--- src/rtl/eth_tx_arbiter.sv ---
// Two-port packet arbiter for the shared UDP/RGMII transmit engine.
// Command sender (port 0) and picture sender (port 1). Adds an inter-packet gap, bounds command bursts and recovers from a hung TX core.
module eth_tx_arbiter #(
  parameter int IFG_CYCLES    = 12,
  parameter int CMD_BURST_MAX = 4,
  parameter int WDOG_CYCLES   = 1_000_000,
  parameter int WDOG_W        = 20
) (
  input  logic sys_clk,
  input  logic rst,
  input  logic cmd_req,
  output logic cmd_gnt,
  output logic cmd_done,
  input  logic pic_req,
  output logic pic_gnt,
  output logic pic_done,
  output logic tx_start,
  output logic tx_sel,
  input  logic tx_done,
  output logic tx_abort,
  output logic busy,
  output logic err_timeout
);

  localparam int GAP_W   = (IFG_CYCLES > 1) ? $clog2(IFG_CYCLES) : 1;
  localparam int BURST_W = $clog2(CMD_BURST_MAX + 1);
  localparam logic [WDOG_W-1:0]  WDOG_LAST = WDOG_W'(WDOG_CYCLES - 1);
  localparam logic [GAP_W-1:0]   GAP_LAST  = GAP_W'(IFG_CYCLES - 1);
  localparam logic [BURST_W-1:0] BURST_MAX = BURST_W'(CMD_BURST_MAX);

  typedef enum logic [1:0] {
    S_IDLE  = 2'd0,
    S_GRANT = 2'd1,
    S_WAIT  = 2'd2,
    S_GAP   = 2'd3
  } state_t;

  state_t               state_q;
  logic [WDOG_W-1:0]    wdog_q;
  logic [GAP_W-1:0]     gap_q;
  logic [BURST_W-1:0]   burst_q;
  logic                 cmd_gnt_q, pic_gnt_q, cmd_done_q, pic_done_q;
  logic                 tx_start_q, tx_sel_q, tx_abort_q, busy_q, err_q;
  logic                 pic_win_d;
  logic                 owner_req_d;

  // Pick the next owner; pic is forced once cmd has used up its burst allowance.
  always_comb begin
    pic_win_d = 1'b0;
    if (cmd_req && (!pic_req || (burst_q < BURST_MAX))) begin
      pic_win_d = 1'b0;
    end else if (pic_req) begin
      pic_win_d = 1'b1;
    end else begin
      pic_win_d = 1'b0;
    end
  end

  // Request of the currently selected owner, rechecked just before granting.
  always_comb begin
    owner_req_d = 1'b0;
    if (tx_sel_q) begin
      owner_req_d = pic_req;
    end else begin
      owner_req_d = cmd_req;
    end
  end

  // Arbiter FSM with all outputs registered.
  always_ff @(posedge sys_clk) begin
    if (rst) begin
      state_q    <= S_IDLE;
      wdog_q     <= '0;
      gap_q      <= '0;
      burst_q    <= '0;
      cmd_gnt_q  <= 1'b0;
      pic_gnt_q  <= 1'b0;
      cmd_done_q <= 1'b0;
      pic_done_q <= 1'b0;
      tx_start_q <= 1'b0;
      tx_sel_q   <= 1'b0;
      tx_abort_q <= 1'b0;
      busy_q     <= 1'b0;
      err_q      <= 1'b0;
    end else begin
      cmd_gnt_q  <= 1'b0;
      pic_gnt_q  <= 1'b0;
      cmd_done_q <= 1'b0;
      pic_done_q <= 1'b0;
      tx_start_q <= 1'b0;
      tx_abort_q <= 1'b0;
      case (state_q)
        S_IDLE: begin
          if (cmd_req || pic_req) begin
            tx_sel_q <= pic_win_d;
            state_q  <= S_GRANT;
          end
        end
        S_GRANT: begin
          // A request withdrawn before its grant gets nothing.
          if (owner_req_d) begin
            cmd_gnt_q  <= ~tx_sel_q;
            pic_gnt_q  <= tx_sel_q;
            tx_start_q <= 1'b1;
            busy_q     <= 1'b1;
            wdog_q     <= '0;
            if (!tx_sel_q && pic_req) begin
              burst_q <= (burst_q < BURST_MAX) ? burst_q + BURST_W'(1) : BURST_MAX;
            end else begin
              burst_q <= '0;
            end
            state_q <= S_WAIT;
          end else begin
            state_q <= S_IDLE;
          end
        end
        S_WAIT: begin
          if (tx_done) begin
            cmd_done_q <= ~tx_sel_q;
            pic_done_q <= tx_sel_q;
            gap_q      <= '0;
            state_q    <= S_GAP;
          end else if (wdog_q == WDOG_LAST) begin
            cmd_done_q <= ~tx_sel_q;
            pic_done_q <= tx_sel_q;
            tx_abort_q <= 1'b1;
            err_q      <= 1'b1;
            gap_q      <= '0;
            state_q    <= S_GAP;
          end else begin
            wdog_q <= wdog_q + WDOG_W'(1);
          end
        end
        S_GAP: begin
          if (gap_q == GAP_LAST) begin
            busy_q  <= 1'b0;
            state_q <= S_IDLE;
          end else begin
            gap_q <= gap_q + GAP_W'(1);
          end
        end
        default: begin
          state_q <= S_IDLE;
        end
      endcase
    end
  end

  assign cmd_gnt     = cmd_gnt_q;
  assign pic_gnt     = pic_gnt_q;
  assign cmd_done    = cmd_done_q;
  assign pic_done    = pic_done_q;
  assign tx_start    = tx_start_q;
  assign tx_sel      = tx_sel_q;
  assign tx_abort    = tx_abort_q;
  assign busy        = busy_q;
  assign err_timeout = err_q;

endmodule
--- config.mk ---
export PLATFORM = sky130hd
export DESIGN_NAME = eth_tx_arbiter
export DESIGN_NICKNAME = d
export VERILOG_FILES = /design/src/rtl/eth_tx_arbiter.sv
export SDC_FILE = /design/constraint.sdc
export NUM_CORES = 1
export LEC_CHECK = 0
export CAP_MARGIN = 20
export CORE_ASPECT_RATIO = 0.7
export CORE_MARGIN = 4
export CORE_UTILIZATION = 50
export CTS_CLUSTER_SIZE = 25
export DETAILED_ROUTE_END_ITERATION = 6
export HOLD_SLACK_MARGIN = 0.03
export PLACE_DENSITY = 0.7
export SLEW_MARGIN = 10
export SYNTH_ARGS = -nofsm -noshare
export SYNTH_HDL_FRONTEND = slang
export SYNTH_SLANG_ARGS = --single-unit
--- constraint.sdc ---
create_clock -name sys_clk -period 3.15 [get_ports sys_clk]
set_clock_uncertainty 0.05 [all_clocks]
set_input_delay 0.315 -clock sys_clk [delete_from_list [all_inputs] [get_ports sys_clk]]
set_output_delay 0.315 -clock sys_clk [all_outputs]
set_load 0.03 [all_outputs]
Word-level counts from Yosys, hierarchy flattened
Cells that the tools add are included.
{"block": "word_totals", "ff_bits": 38, "input_bits": 5, "output_inout_bits": 9}
{"block": "classes", "add_sub_neg": 3, "order_cmp": 1, "eq_ne": 12, "mux": 28, "bitwise_logic": 5, "reduce_logical": 21}
{"cell": "20-bit 2-to-1 mux", "n": 3}
{"cell": "20-bit case mux with 2 select lines", "n": 1}
{"cell": "20-bit by 1-bit adder with 20-bit output, second input constant", "n": 1}
{"cell": "20-bit == test, second input constant", "n": 1}
{"cell": "4-bit 2-to-1 mux", "n": 3}
{"cell": "2-bit inequality test, second input constant", "n": 6}
{"cell": "3-bit AND reduction", "n": 4}
{"cell": "1-bit 2-to-1 mux", "n": 11}
{"cell": "2-bit 2-to-1 mux", "n": 5}
{"cell": "2-bit case mux with 4 select lines", "n": 1}
{"cell": "4-bit case mux with 2 select lines", "n": 1}
{"cell": "3-bit 2-to-1 mux", "n": 2}
{"cell": "2-bit nonzero test", "n": 3}
{"cell": "3-bit OR reduction", "n": 2}
{"cell": "1-bit inverter", "n": 5}
{"cell": "4-bit by 1-bit adder with 4-bit output, second input constant", "n": 1}
{"cell": "2-bit == test, second input constant", "n": 2}
{"cell": "4-bit == test, second input constant", "n": 1}
{"cell": "2-bit AND reduction", "n": 2}
{"cell": "4-bit AND reduction", "n": 1}
{"cell": "2-bit OR reduction", "n": 2}
{"cell": "3-bit by 1-bit adder with 3-bit output, second input constant", "n": 1}
{"cell": "3-bit less-than comparator, second input constant", "n": 1}
{"cell": "3-bit inequality test, second input constant", "n": 1}
{"cell": "other kinds (6)", "n": 9}

Logic depth before layout (Yosys ltp)
Gate-level depths: netlist of run 1.
{"block": "logic_depth", "word_depth": 4, "depth_mapped": 7}

Least setup slack after synthesis of run 1
No wires, ideal clock.
{"block": "synth_path", "path_type": "register -> register", "start": "register wdog_q[0]", "end": "register wdog_q[13]", "setup_time_ns": 0.120, "arrival_ns": 1.865, "slack_ns": 1.116, "path_stages_with_launch": 8, "period_less_slack_ns": 2.034, "cell_sequence": "dfxtp_1 -> ha_1 -> and4_1 -> and2_0 -> clkbuf_1 -> a211o_2 -> and2_1 -> a211o_1"}
{"block": "synth_between", "elab_chain_cells": 4}
{"item": "from (decl)", "line": "39", "text": "logic [WDOG_W-1:0] wdog_q;"}
{"item": "from (signal assigned)", "line": "131", "text": "wdog_q <= wdog_q + WDOG_W'(1);"}
{"item": "20-bit by 1-bit adder with 20-bit output", "line": "131"}
{"item": "20-bit 2-to-1 mux", "line": "123", "text": "end else if (wdog_q == WDOG_LAST) begin"}
{"item": "20-bit 2-to-1 mux", "line": "118", "text": "if (tx_done) begin"}
{"item": "20-bit case mux with 2 select lines", "line": "92", "text": "case (state_q)"}
Parallel ways exist; a longest one is shown, timed or not. The select of a mux whose other input is x is not followed.
A chain may end at the register's enable or synchronous reset.

Worst setup path in the final report of run 1
Ends and elaborated chain as after synthesis.

==> out/metrics.yaml, run 1 <==
hold_ws_ns: 0.428
cts_repair_resize_count: 0
cts.clk_slew.worst_paths_ns: 0.07
post_cts_buffers: 0
n_antenna_cell: 0
avgViaCountPerCell: 6.46
syn_nets: 236
ant_nets: 0
reg_top3: "wdog_q (20), gap_q (4), burst_q (3)"
io_buffers: 13
p_leak_nw: 0.745
hold_class: "register to register"
dieArea_um2: 4870
switching_power_w: 0.000249
cts_sinks: 38
peakVddDrop_uv: 255
grt_pass1_vias: 1774
drive_gt1_share_pct: 7.53
final_nets: 246
timing.reg2reg.setup_slack_ns: 0.90
post-route-period-util_pct: 71.6
pwr-share-comb_pct: 10.4
fmax_mhz: 444
core_um2: 3600
grt_setup_unrepaired: "no"
grt_overflow: 0
drt_iter0_markers: 267
multi_input_area_um2: 1080
crit_chain: "ha_1 -> and4_1 -> and2_0 -> a211o_2 -> and2_1 -> a211o_1"
worst-slew-pin-transition_ns: 0.620
async_flop_share_pct: 0
crit_type: "register to register"
hold_viol: 0
grt_first_pass_wirelength_mm: 8.31
cp.required_ns: 3.29
path_buf_inv: 0
clockBufferDepth: 2
wl_per_cell_um: 16.7
cts_tree: "yes"
ctsHoldBuffers: 0
internal_power_w: 0.000703
setup_tns_ns: 0
reg2reg_to: "wdog_q[13]"
synth_edf_count: 0
power_density_nw_per_um2: 441
track_usage_pct: 22.8
ff_latch_area_um2: 761
fp-row-count: 18
power.share.clock_pct: 36.5
cp-start-kind: "register"
drt_wl_total_mm: 4.82
synth-seq-cells: 38
synth.distinct_cells: 50
dr.pass1.iters: 5
synthCells: 228
slowest_delay_ns: 0.42
crit_family: "simple AND/OR/NAND/NOR gates"
gp_congestion: 0.933
seqPwrFrac_pct: 53.1
maxCapViolations: 0
reg2reg_from: "wdog_q[0]"
die_w_um: 81.7
status: "completed"
vias: 1866
hp-start: "burst_q[1]"
min_to: "burst_q[1]"
avgSynthCellArea_um2: 8.35
synth_warnings: 0
clk_latency_ns: 0.30
top_register: "wdog_q"
rr_worst_depth: 6
slowest_stage: "a211o_2"
yosysSeqAreaShare_pct: 40.0
finalSetupViolCount: 0
die_h_um: 59.6
grt_max_degree: 18
cp.arrival_ns: 2.39
period_needed_ns: 2.25
pin_count: 14
slew_headroom_pct: 58.7
drv_slew: 0
initial_core_util_pct: 52.8
nFillCells: 331
hpwl_mm: 3.51
crit_fanout: 8
antenna_found_initial: 0
dominantRegCellSynth: "dfxtp_1"
switching_share_pct: 26.2
min_path_cells: 2
largest_reg_flops: 20
end_kind: "register"
cts_htree_levels: 2
route.detailed.drc: 0
clockRootBuffer: "clkbuf_8"
syn2layout_area_growth_pct: 13.5
cts_buffers: 5
synthesis.area_um2: 1900
==> metal layers <==
layer / global-route usage [%] / routed length [um]
met5: 0 / 0
met1: 30.3 / 2220
met3: 9.73 / 409
met2: 32.1 / 2110
met4: 9.48 / 74
==> layout make-up <==
cell class	instances	area share, %
multi-input combinational	174	50.1
timing repair buffer	16	7.07
clock inverter	1	0.232
tap	50	2.90
clock buffer	7	4.00
inverter	3	0.521
sequential	38	35.2
==> kinds of logic after synthesis <==
kind of cell | Yosys count | share of synthesized area, %
AO/OA/AOI/OAI | 61 | 21.8
adder cells (fa/ha/maj) | 3 | 1.97
buffers and inverters | 16 | 3.22
flip-flops | 38 | 40.0
multiplexers | 1 | 0.592
AND/OR/NAND/NOR | 109 | 32.4
==> power by group through the flow <==
stage / clock [W] / combinational (W) / sequential, W
2_1_floorplan: 0 / 0.0000661 / 0.000516
3_3_place_gp: 0 / 0.0000934 / 0.000516
3_5_place_dp: 0 / 0.0000971 / 0.000516
6_report: 0.000348 / 0.0000990 / 0.000505
4_1_cts: 0.000353 / 0.0000975 / 0.000505
5_1_grt: 0.000383 / 0.000107 / 0.000508
==> worst min-delay path, delay by kind of cell (launching register included) <==
kind             cells  cell delay, ns
AO/OA/AOI/OAI        1            0.06
flip-flops           1            0.32
AND/OR/NAND/NOR      1            0.05
==> per-stage QoR <==
step                      util (%)  setup slack (ns)  cell area, um2  power (W)  cells
after floorplan                  -              1.12            1900   0.000582    228
after global placement        57.4             0.937            2070   0.000609    281
after detailed placement      57.4             0.847            2070   0.000613    281
after CTS                     59.9             0.918            2160   0.000956    289
after global routing          59.9             0.702            2160   0.000998    289
final                         59.9             0.896            2160   0.000952    289
==> layout by cell type, fill, tap and decap left out, drive strengths merged, types with 3 or more instances in the layout <==
master,instances
inv,3
clkbuf,7
a211o,3
buf,3
nand3b,3
nor3,7
nand3,19
nor4,4
a311oi,4
nor2,16
nand2b,5
clkdlybuf4s50,13
and4,3
and2,4
o211ai,3
a21oi,11
a31oi,18
nand2,21
o21ai,7
nand4,6
and3,5
ha,3
or3,5
dfxtp,38
==> worst max-delay path by stage <==
stage / end / slack [ns] / cells past startpoint / from
6_report: wdog_q[13] / 0.90 / 6 / wdog_q[0]
2_1_floorplan: wdog_q[13] / 1.12 / 7 / wdog_q[0]
4_1_cts: wdog_q[13] / 0.92 / 6 / wdog_q[0]
3_5_place_dp: wdog_q[9] / 0.85 / 6 / pic_req
3_3_place_gp: wdog_q[13] / 0.94 / 6 / wdog_q[0]
5_1_grt: wdog_q[14] / 0.70 / 5 / register
==> synth_stat cells, drive strengths merged (4+ instances only) <==
cell | number | area [um2]
nand2 | 21 | 81.3
clkbuf | 12 | 45.0
nand2b | 5 | 31.3
or3 | 5 | 31.3
o21ai | 7 | 35.0
a21oi | 11 | 58.8
a31oi | 18 | 113
nor3 | 7 | 35.0
and2 | 4 | 25.0
nand3 | 19 | 95.1
a311oi | 4 | 35.0
nor2 | 16 | 60.1
dfxtp | 38 | 761
nand4 | 6 | 37.5
nor4 | 4 | 40.0
and3 | 5 | 31.3
Power figures use the tool's default switching activity.
==> inputs of run 2 (changes only) <==
==> constraint.sdc (replaced) <==
create_clock -name sys_clk -period 2.31 [get_ports sys_clk]
set_clock_uncertainty 0.05 [all_clocks]
set_input_delay 0.231 -clock sys_clk [delete_from_list [all_inputs] [get_ports sys_clk]]
set_output_delay 0.231 -clock sys_clk [all_outputs]
set_load 0.03 [all_outputs]
==> out/metrics.yaml, run 2 (same netlist as run 1, synthesis figures left out) <==
track_usage_pct: 23.2
pin_count: 14
worst-slew-pin-transition_ns: 0.565
grt_pass1_vias: 1714
reg2reg_from: "wdog_q[0]"
crit_type: "register to register"
final_cell_mix: "38 x dfxtp_1, 20 x nand2_1, 19 x nand3_1"
antenna_found_initial: 0
end_kind: "register"
clockRootBuffer: "clkbuf_8"
cts_tree: "yes"
grt_first_pass_wirelength_mm: 8.36
timing.reg2reg.setup_slack_ns: 0.20
fmax_mhz: 474
cts_buffers: 5
min_path_cells: 2
min_to: "burst_q[1]"
multi_input_area_um2: 1080
fp-row-count: 18
reg_top3: "wdog_q (20), gap_q (4), burst_q (3)"
cts.clk_slew.worst_paths_ns: 0.07
p_total_w: 0.00132
clockBufferDepth: 2
clk_latency_ns: 0.29
stdcell_area_um2: 2230
core_um2: 3600
post_cts_buffers: 0
slowest_stage: "a211o_2"
n_antenna_cell: 0
wl_per_cell_um: 17.4
drv_slew: 0
nFillCells: 316
period_needed_ns: 2.11
vias: 1965
hold_viol: 0
ff_latch_area_um2: 761
cts_repair_resize_count: 0
ant_nets: 0
largest_reg_flops: 20
syn2layout_area_growth_pct: 17.4
drive_gt1_share_pct: 11.2
cts_sinks: 38
grt_max_degree: 12
final_common_cell: "dfxtp_1"
post-route-period-util_pct: 91.3
crit_family: "simple AND/OR/NAND/NOR gates"
crit_fanout: 8
dr.pass1.iters: 5
cp-start-kind: "register"
dieArea_um2: 4870
path_buf_inv: 0
post_dp_cell_area_um2: 2140
timing.final.ws_setup_ns: 0.202
status: "completed"
ctsHoldBuffers: 0
pre_cts_slack_ns: 0.226
route.detailed.drc: 0
p_leak_nw: 0.795
hold_class: "register to register"
io_buffers: 13
maxCapViolations: 0
drt_iter0_markers: 210
hpwl_mm: 3.75
grt_setup_unrepaired: "no"
reg2reg_to: "wdog_q[13]"
hp-start: "burst_q[1]"
setup_tns_ns: 0
crit_chain: "ha_1 -> and4_1 -> and2_0 -> a211o_2 -> and2_1 -> a211o_1"
final_nets: 256
gp_congestion: 0.943
cts_htree_levels: 2
die_w_um: 81.7
rr_worst_depth: 6
cp.arrival_ns: 2.24
top_register: "wdog_q"
slowest_delay_ns: 0.38
power_density_nw_per_um2: 589
initial_core_util_pct: 52.8
finalSetupViolCount: 0
hold_ws_ns: 0.413
die_h_um: 59.6
cp.required_ns: 2.44
drt_wl_total_mm: 5.21
slew_headroom_pct: 62.2
grt_overflow: 0
avgViaCountPerCell: 6.57
peakVddDrop_uv: 360
## run 2: cell types whose count changed in the layout (fill, tap and decap cells not counted)
cell   previous run  this run
buf_4             3        13
## run 2: through the flow
step,util (%),std cells
after floorplan,-,228
after global placement,59.5,291
after detailed placement,59.5,291
after CTS,62.0,299
after global routing,62.0,299
final,62.0,299
## run 2: power breakdown
part | internal (W) | switching, W | total [W] | leakage (nW)
Sequential | 0.000669 | 0.00000925 | 0.000678 | 0.307
Clock | 0.000241 | 0.000227 | 0.000468 | 0.0482
Combinational | 0.0000647 | 0.000106 | 0.000171 | 0.440
Total | 0.000974 | 0.000343 | 0.00132 | 0.795
## run 2: worst reg2reg max path: stages (launching register included)
cell and delay [ns]:
dfxtp_1 0.35, ha_1 0.25, and4_1 0.28, and2_0 0.19
a211o_2 0.38, and2_1 0.20, a211o_1 0.29
## run 2: final cells by class
class	count	area share [%]
inverters	3	0.504
flip-flops and latches	38	34.0
well taps	50	2.80
clock inverters	1	0.224
repair buffers	26	10.2
clock buffers	7	3.86
multi-input cells	174	48.4
## run 2: how the worst max path moves through the flow
stage,startpoint,endpoint,slack (ns),cells after the start
4_1_cts,wdog_q[0],wdog_q[13],0.22,6
2_1_floorplan,wdog_q[0],wdog_q[13],0.28,7
6_report,wdog_q[0],wdog_q[13],0.20,6
3_3_place_gp,wdog_q[7],wdog_q[3],0.26,5
5_1_grt,wdog_q[0],gap_q[3],0.06,7
3_5_place_dp,wdog_q[0],wdog_q[13],0.23,6
## run 2: routing by layer
metal / wire [um] / track usage [%] / part of all wire (%) / up-vias
met2: 2280 / 34.1 / 44 / 108
met3: 477 / 5.02 / 9.2 / 4
li1: - / - / - / 916
met1: 2400 / 33.5 / 46 / 937
met5: 0 / 0 / 0 / -
met4: 58 / 8.06 / 1.1 / 0
